[src/rtl/param_commit_ctrl.sv]
// Parameter packet sequencer: loads UART bytes into a shadow bank and commits it atomically at frame_start.
// Optional PKT_CHECKSUM_EN: last byte must equal the XOR of all preceding bytes, else the packet is dropped.
module param_commit_ctrl #(
  parameter int NBYTES      = 54,
  parameter int IDXW        = 6,
  parameter int TIMEOUT_CYC = 65535,
  parameter int TW          = 16
) (
  input  logic            clk,
  input  logic            reset,
  input  logic            update_reg,
  input  logic [IDXW-1:0] idx,
  input  logic [7:0]      read_data,
  input  logic            pc_ready,
  input  logic            frame_start,
  input  logic [IDXW-1:0] rd_idx,
  output logic [7:0]      rd_data,
  output logic            params_valid,
  output logic            commit,
  output logic            pending,
  output logic            err_seq,
  output logic            err_timeout,
  output logic            err_overrun,
  output logic [7:0]      commit_count
);

  typedef enum logic [1:0] {S_IDLE, S_LOAD, S_PEND, S_COMMIT} state_t;

  localparam logic [IDXW-1:0] LP_NB   = IDXW'(NBYTES);
  localparam logic [TW-1:0]   LP_TMAX = TW'(TIMEOUT_CYC - 1);

  state_t          r_state, w_next;
  logic [IDXW-1:0] r_expect;
  logic [TW-1:0]   r_timer;
  logic [7:0]      r_shadow [NBYTES];
  logic [7:0]      r_active [NBYTES];
  logic            r_err_seq, r_err_to, r_err_ov;

  logic w_accept, w_start, w_err_seq, w_err_to, w_err_ov, w_timer_inc, w_commit;
  logic w_csum_ok;

`ifdef PKT_CHECKSUM_EN
  logic [7:0] r_xor;
  // XOR over every byte including the checksum is zero for a good packet.
  assign w_csum_ok = (r_xor == 8'h00);
`else
  assign w_csum_ok = 1'b1;
`endif

  always_comb begin
    w_next      = r_state;
    w_accept    = 1'b0;
    w_start     = 1'b0;
    w_err_seq   = 1'b0;
    w_err_to    = 1'b0;
    w_err_ov    = 1'b0;
    w_timer_inc = 1'b0;
    w_commit    = 1'b0;
    case (r_state)
      S_IDLE: begin
        if (update_reg) begin
          if (idx == '0) begin
            w_accept = 1'b1;
            w_start  = 1'b1;
            w_next   = S_LOAD;
          end else begin
            w_err_seq = 1'b1;
          end
        end
      end
      S_LOAD: begin
        if (update_reg) begin
          if (idx == r_expect && r_expect < LP_NB) begin
            w_accept = 1'b1;
          end else if (idx == '0) begin
            w_err_seq = 1'b1;
            w_accept  = 1'b1;
            w_start   = 1'b1;
          end else begin
            w_err_seq = 1'b1;
            w_next    = S_IDLE;
          end
        end else if (pc_ready) begin
          if (r_expect == LP_NB && w_csum_ok) begin
            w_next = S_PEND;
          end else begin
            w_err_seq = 1'b1;
            w_next    = S_IDLE;
          end
        end else if (r_timer == LP_TMAX) begin
          w_err_to = 1'b1;
          w_next   = S_IDLE;
        end else begin
          w_timer_inc = 1'b1;
        end
      end
      S_PEND: begin
        if (frame_start) begin
          w_next    = S_COMMIT;
          w_err_seq = update_reg;
        end else if (update_reg) begin
          if (idx == '0) begin
            w_err_ov = 1'b1;
            w_accept = 1'b1;
            w_start  = 1'b1;
            w_next   = S_LOAD;
          end else begin
            w_err_seq = 1'b1;
          end
        end
      end
      S_COMMIT: begin
        // Shadow is copied on this edge, so a new idx 0 byte may overwrite it at the same time.
        w_commit = 1'b1;
        w_next   = S_IDLE;
        if (update_reg) begin
          if (idx == '0) begin
            w_accept = 1'b1;
            w_start  = 1'b1;
            w_next   = S_LOAD;
          end else begin
            w_err_seq = 1'b1;
          end
        end
      end
      default: w_next = S_IDLE;
    endcase
  end

  always_ff @(posedge clk or negedge reset) begin
    if (!reset) begin
      r_state      <= S_IDLE;
      r_expect     <= '0;
      r_timer      <= '0;
      r_err_seq    <= 1'b0;
      r_err_to     <= 1'b0;
      r_err_ov     <= 1'b0;
      params_valid <= 1'b0;
      commit_count <= 8'h00;
      rd_data      <= 8'h00;
      for (int i = 0; i < NBYTES; i++) begin
        r_shadow[i] <= 8'h00;
        r_active[i] <= 8'h00;
      end
    end else begin
      r_state   <= w_next;
      r_err_seq <= w_err_seq;
      r_err_to  <= w_err_to;
      r_err_ov  <= w_err_ov;
      if (w_accept) begin
        r_shadow[idx] <= read_data;
        r_expect      <= idx + 1'b1;
        r_timer       <= '0;
      end else if (w_timer_inc) begin
        r_timer <= r_timer + 1'b1;
      end
      if (w_commit) begin
        r_active     <= r_shadow;
        params_valid <= 1'b1;
        commit_count <= commit_count + 8'd1;
      end
      rd_data <= (rd_idx < LP_NB) ? r_active[rd_idx] : 8'h00;
    end
  end

`ifdef PKT_CHECKSUM_EN
  always_ff @(posedge clk or negedge reset) begin
    if (!reset) begin
      r_xor <= 8'h00;
    end else if (w_accept) begin
      r_xor <= w_start ? read_data : (r_xor ^ read_data);
    end
  end
`endif

  assign pending     = (r_state == S_PEND);
  assign commit      = (r_state == S_COMMIT);
  assign err_seq     = r_err_seq;
  assign err_timeout = r_err_to;
  assign err_overrun = r_err_ov;

endmodule

[config.mk]
export PLATFORM = sky130hd
export DESIGN_NAME = param_commit_ctrl
export DESIGN_NICKNAME = d
export VERILOG_FILES = /design/src/rtl/param_commit_ctrl.sv
export SDC_FILE = /design/constraint.sdc
export NUM_CORES = 2
export LEC_CHECK = 0
export CAP_MARGIN = 5
export CORE_MARGIN = 10
export CORE_UTILIZATION = 57
export DETAILED_ROUTE_END_ITERATION = 10
export GPL_TIMING_DRIVEN = 0
export PLACE_DENSITY = 0.76
export SYNTH_ARGS = -nofsm -noshare
export SYNTH_HDL_FRONTEND = slang
export SYNTH_SLANG_ARGS = --single-unit
[constraint.sdc]
create_clock -name clk -period 2.5 [get_ports clk]
set_input_delay 0.5 -clock clk [delete_from_list [all_inputs] [get_ports clk]]
set_output_delay 0.5 -clock clk [all_outputs]
set_load 0.01 [all_outputs]
; Word level (Yosys, flattened, before mapping)
; Cells that the tools add are included.
[word_totals]
reg_bits = 908
input_bits = 25
output_inout_bits = 22
word_cells = 188
[classes]
n_addsub = 3
order_cmp = 5
n_eq_ne = 9
muxes = 45
bitwise_logic = 2
reduce_logical = 7
[ops]
columns = cell, n
row1 = $bwmux W432, 1
row2 = $bmux W8 S6, 1
row3 = $demux W8 S6, 1
row4 = $mux W16, 2
row5 = $mux W8, 4
row6 = $mux W1, 24
row7 = $mux W2, 9
row8 = $add A16 B1 Y16 const B, 1
row9 = $eq A16 B16 Y1 const B, 1
row10 = $ge A7 B7 Y1 const B, 2
row11 = $not A6 Y7, 2
row12 = $lt A6 B6 Y1 const B, 2
row13 = $add A8 B1 Y8 const B, 1
row14 = $pmux W2 S4, 1
row15 = $lt A7 B1 Y1 const B, 1
row16 = $add A6 B1 Y6 const B, 1
row17 = $eq A6 B6 Y1, 1
row18 = $eq A6 B6 Y1 const B, 1
row19 = $logic_not A6 Y1, 1
row20 = $ne A3 B3 Y1 const B, 2
row21 = $pmux W1 S3, 2
row22 = $eq A2 B2 Y1 const B, 2
row23 = $ne A4 B4 Y1 const B, 1
row24 = $reduce_and A3 Y1, 1
row25 = other kinds (5), 6

; Logic depth before layout (Yosys ltp)
[depth]
ltp_word = 7
depth_mapped = 10
mapped_depth_nobuf = 7

; Least setup slack after synthesis
; OpenSTA, ideal clock, no wires.
[synth_path]
path_type = input to register
start = input port idx[2]
end = register r_shadow[320] (netlist bit)
setup_ns = 0.125
arrival_ns = 2.726
t_required_ns = 2.375
path_slack_ns = -0.351
cell_stages = 9
n_path_buf = 4
path_cell_list = buf_4 -> xor2_1 -> or4_4 -> or2_1 -> buf_2 -> buf_6 -> buf_6 -> nor3_4 -> mux2_2
[synth_via]
elab_chain_len = 6
elab_cells_between_ends = 16
cone_classes = order compare: 2 / eq/ne: 1 / mux: 9 / bitwise: 1 / reduce/logical: 3
[synth_lines]
columns = element, line_no
row1 = start: declaration, 12  ; input logic [IDXW-1:0] idx,
row2 = $not A6 Y7 (implied by the code), 151  ; r_shadow[idx] <= read_data;
row3 = $ge A7 B7 Y1 (implied by the code) or $lt A7 B1 Y1 (tied branches), 151
row4 = $logic_and A1 B1 Y1 (implied by the code), 151
row5 = $mux W8 (implied by the code), 151
row6 = $demux W8 S6, 151
row7 = $bwmux W432, 151
row8 = end signal: indexed assignment, 151
row9 = end: declaration, 35  ; logic [7:0] r_shadow [NBYTES];
; Several ways; a longest one is shown, not always the timed one.
; A chain may end at the register's enable or synchronous reset.

; Final worst setup path
[layout_path]
start = input port rd_idx[2]
end = register rd_data[6]
[layout_via]
elab_chain_len = 5
elab_cells_between_ends = 6
cone_classes = order compare: 1 / mux: 4 / bitwise: 1
[layout_lines]
columns = element, line_no
row1 = start: declaration, 16  ; input logic [IDXW-1:0] rd_idx,
row2 = $not A6 Y7 (implied by the code), 162  ; rd_data <= (rd_idx < LP_NB) ? r_active[rd_idx] : 8'h00;
row3 = $bmux W8 S6, 162
row4 = $mux W8 (implied by the code) (2 in series), 162
row5 = $mux W8 *, 162
row6 = end signal: assignment, 162
row7 = end: declaration, 17  ; output logic [7:0] rd_data,
; Mark *: on every way between the ends. The rest lies on a longest branch, timed or not. The select of a mux whose other input is x is not followed.

==> flow_summary.toml <==
[route]
drt_pass1_iterations = 5
totalWireLength_mm = 108
drt_iter0_drc = 2258
viasPerCell = 6.30
drc = 0
wl_per_cell_um = 29.7
ant_nets = 0
vias = 22900

[synth]
yosys_warnings = 0
synthTopCellsByCount = "908 x dfrtp_1, 847 x mux2_2, 122 x clkbuf_1"
synth.most_common_cell = "dfrtp_1"
ys_types = 65
ys.flop_type = "dfrtp_1"
synth_area_um2 = 38400
syn-num-nets = 2499
avgSynthCellArea_um2 = 15.6
yosys.area.top_type = "dfrtp_1"
async_flop_share_pct = 100
yosysTopAreaCellShare_pct = 59.2
synthCells = 2465
synth_seq_cells = 908
synth-edff-count = 0
yosys-top-cells-area = "dfrtp_1 59%, mux2_2 25%, mux4_2 5.7%, clkbuf_1 1.2%, nor3_2 0.89%"
ys_seq_area_share_pct = 59.2

[cts]
cts.sinks = 908
clkTransAtPathRegs_ns = 0.06
cts_root_buffer = "clkbuf_16"
cts_tree = "built"
cts_max_path_buffers = 3
clk_latency_ns = 0.65
htreeDepth = 3
cts_made_buffers = 92

[outcome]
outcome = "finished with violations"
violations = "negative setup slack"

[global_routing]
antenna_found_initial = 11
grt_start_max_net_pins = 132
grt_overflow = 0
grt_first_pass_wirelength_mm = 162
track_usage_pct = 28.0
grt_pass1_vias = 24300

[sta]
hold_viol_final = 0
post-route-period-util_pct = 104
setup_violations = 314
rsz0062_at_grt = "true"
min_period_ns = 2.60
fmax_mhz = 384
tightestPinTransition_ns = 1.13
drv_slew = 0
setup_ws_ns = -0.105
maxSlewHeadroom_pct = 24.5
finClkSkew_ns = 0.0245

[power]
leakage_nw = 22.7
p_per_area_nw_per_um2 = 669
peakVddDrop_mv = 0.544

[layout]
drive_gt1_share_pct = 50.1
n_antenna_cell = 0
final_cell_area_um2 = 46600
area_growth_pct = 21.4
final_nets = 2716

[floorplanning]
die_area_um2 = 78100
die_y_um = 279
die_x_um = 279
core_area_um2 = 66900
initial_core_util_pct = 57.3
rows = 95
io_pins = 47

[setup_path]
reg2reg_depth = 10
critPathArrivalTime_ns = 3.04
worstPathRequired_ns = 2.93
setup.worst_path.start_class = "primary input"
cp-end-kind = "flop"
cp_max_fo = 10
crit_type = "in -> reg"

[job]
drv_cap = 0

[worst_hold_path]
hold_class = "in -> reg"
worstHoldPathCells = 3

[placement]
pre_cts_slack_ns = -1.90
io_buffers = 34
place_area_um2 = 41600
gp_congestion = 1.03
dpl.hpwl_mm = 71.4
flip-flops by register name (all words and copies together) (netlist names):
signal / cells
rd_data: 8
err_timeout: 1
r_active: 432
params_valid: 1
r_expect: 6
commit_count: 8
err_seq: 1
r_state: 2
r_shadow: 432
err_overrun: 1
r_timer: 16
power by group:
part	switching [mW]	internal [mW]	total (mW)
registers	0.153	14.9	15.0
clock network	5.90	8.57	14.5
logic	1.18	0.512	1.69
total	7.23	23.9	31.2
kinds of logic (layout without fill, tap and decap cells):
family | count (synthesis) | count (layout) | synth area share, %
DFF | 908 | 908 | 59.2
buffers and inverters | 181 | 476 | 1.92
xor gates and xnor gates | 28 | 28 | 0.639
AOI/OAI and AO/OA | 103 | 103 | 1.88
and+or+nand+nor | 240 | 240 | 4.06
adders and majority gates | 9 | 9 | 0.294
muxes | 996 | 996 | 32.0
layer usage:
metal | global-route usage, % | routed length [um] | vias up
met5 | 0 | 62 | -
met4 | 11.2 | 4770 | 10
met3 | 5.95 | 7560 | 241
met2 | 43.7 | 50500 | 868
met1 | 38.1 | 45100 | 12300
li1 | - | - | 9430
cells in the final DEF, fill, tap and decap left out, types with 23 or more instances in the layout:
cell and count:
nor3_4 41, mux2i_1 29, clkbuf_8 25, mux2_2 497, nand3_1 35, buf_12 54
nand2_1 60, clkbuf_2 49, clkbuf_1 69, mux4_2 97, mux2_4 370, buf_4 25
clkdlybuf4s50_1 28, dfrtp_1 907, nor2_1 31, clkbuf_16 95, buf_6 23
worst max-delay path, stage by stage:
cell	delay [ns]
clkdlybuf4s50_1	0.57
clkbuf_8	0.28
inv_2	0.25
clkbuf_2	0.36
nand2_1	0.12
o21ai_0	0.23
a31oi_2	0.39
o211ai_1	0.31
cell type report:
cell class	instances	area, um^2
Buffer	163	972
Tap cell	873	1090
Multi-Input combinational cell	1376	16600
Clock inverter	38	457
Clock buffer	134	2740
Timing Repair Buffer	127	1920
Fill cell	4237	20300
Sequential cell	908	22700
Inverter	14	53.8
stage by stage:
step           hold WS [ns]  power (mW)  utilization [%]  TNS, ns  std cells
4_1_cts               0.229        31.2             69.5   -23.85       3633
3_5_place_dp          0.452        16.8             62.2  -753.67       3381
5_1_grt               0.287        32.1             69.6   -31.28       3633
6_report              0.278        31.2             69.6   -15.39       3633
2_1_floorplan         0.204        16.0                -   -59.80       2465
3_3_place_gp          0.451        16.7             61.8        -       3372
final timing paths:
kind | slack (ns) | from | end
worst max-delay path | -0.10 | rd_idx[2] | rd_data[6]
worst min-delay path | 0.28 | idx[2] | r_expect[2]
worst max register to register | -0.09 | r_state[1] | r_shadow[179]
worst min register to register | 0.46 | params_valid | params_valid
max in group asynchronous | 0.33 | reset | r_shadow[282]
min in group asynchronous | 0.48 | reset | r_active[124]
repair_timing:
item                                    4_1_cts  5_1_grt
cloned                                        4        0
hold buffers                                  1        0
endpoints found under the setup margin      845      612
gates resized for setup                     157       50
hold endpoints to repair                     90        0
pin swaps                                    53       40
buffers inserted                             77        5
(Power assumes the default switching activity.)
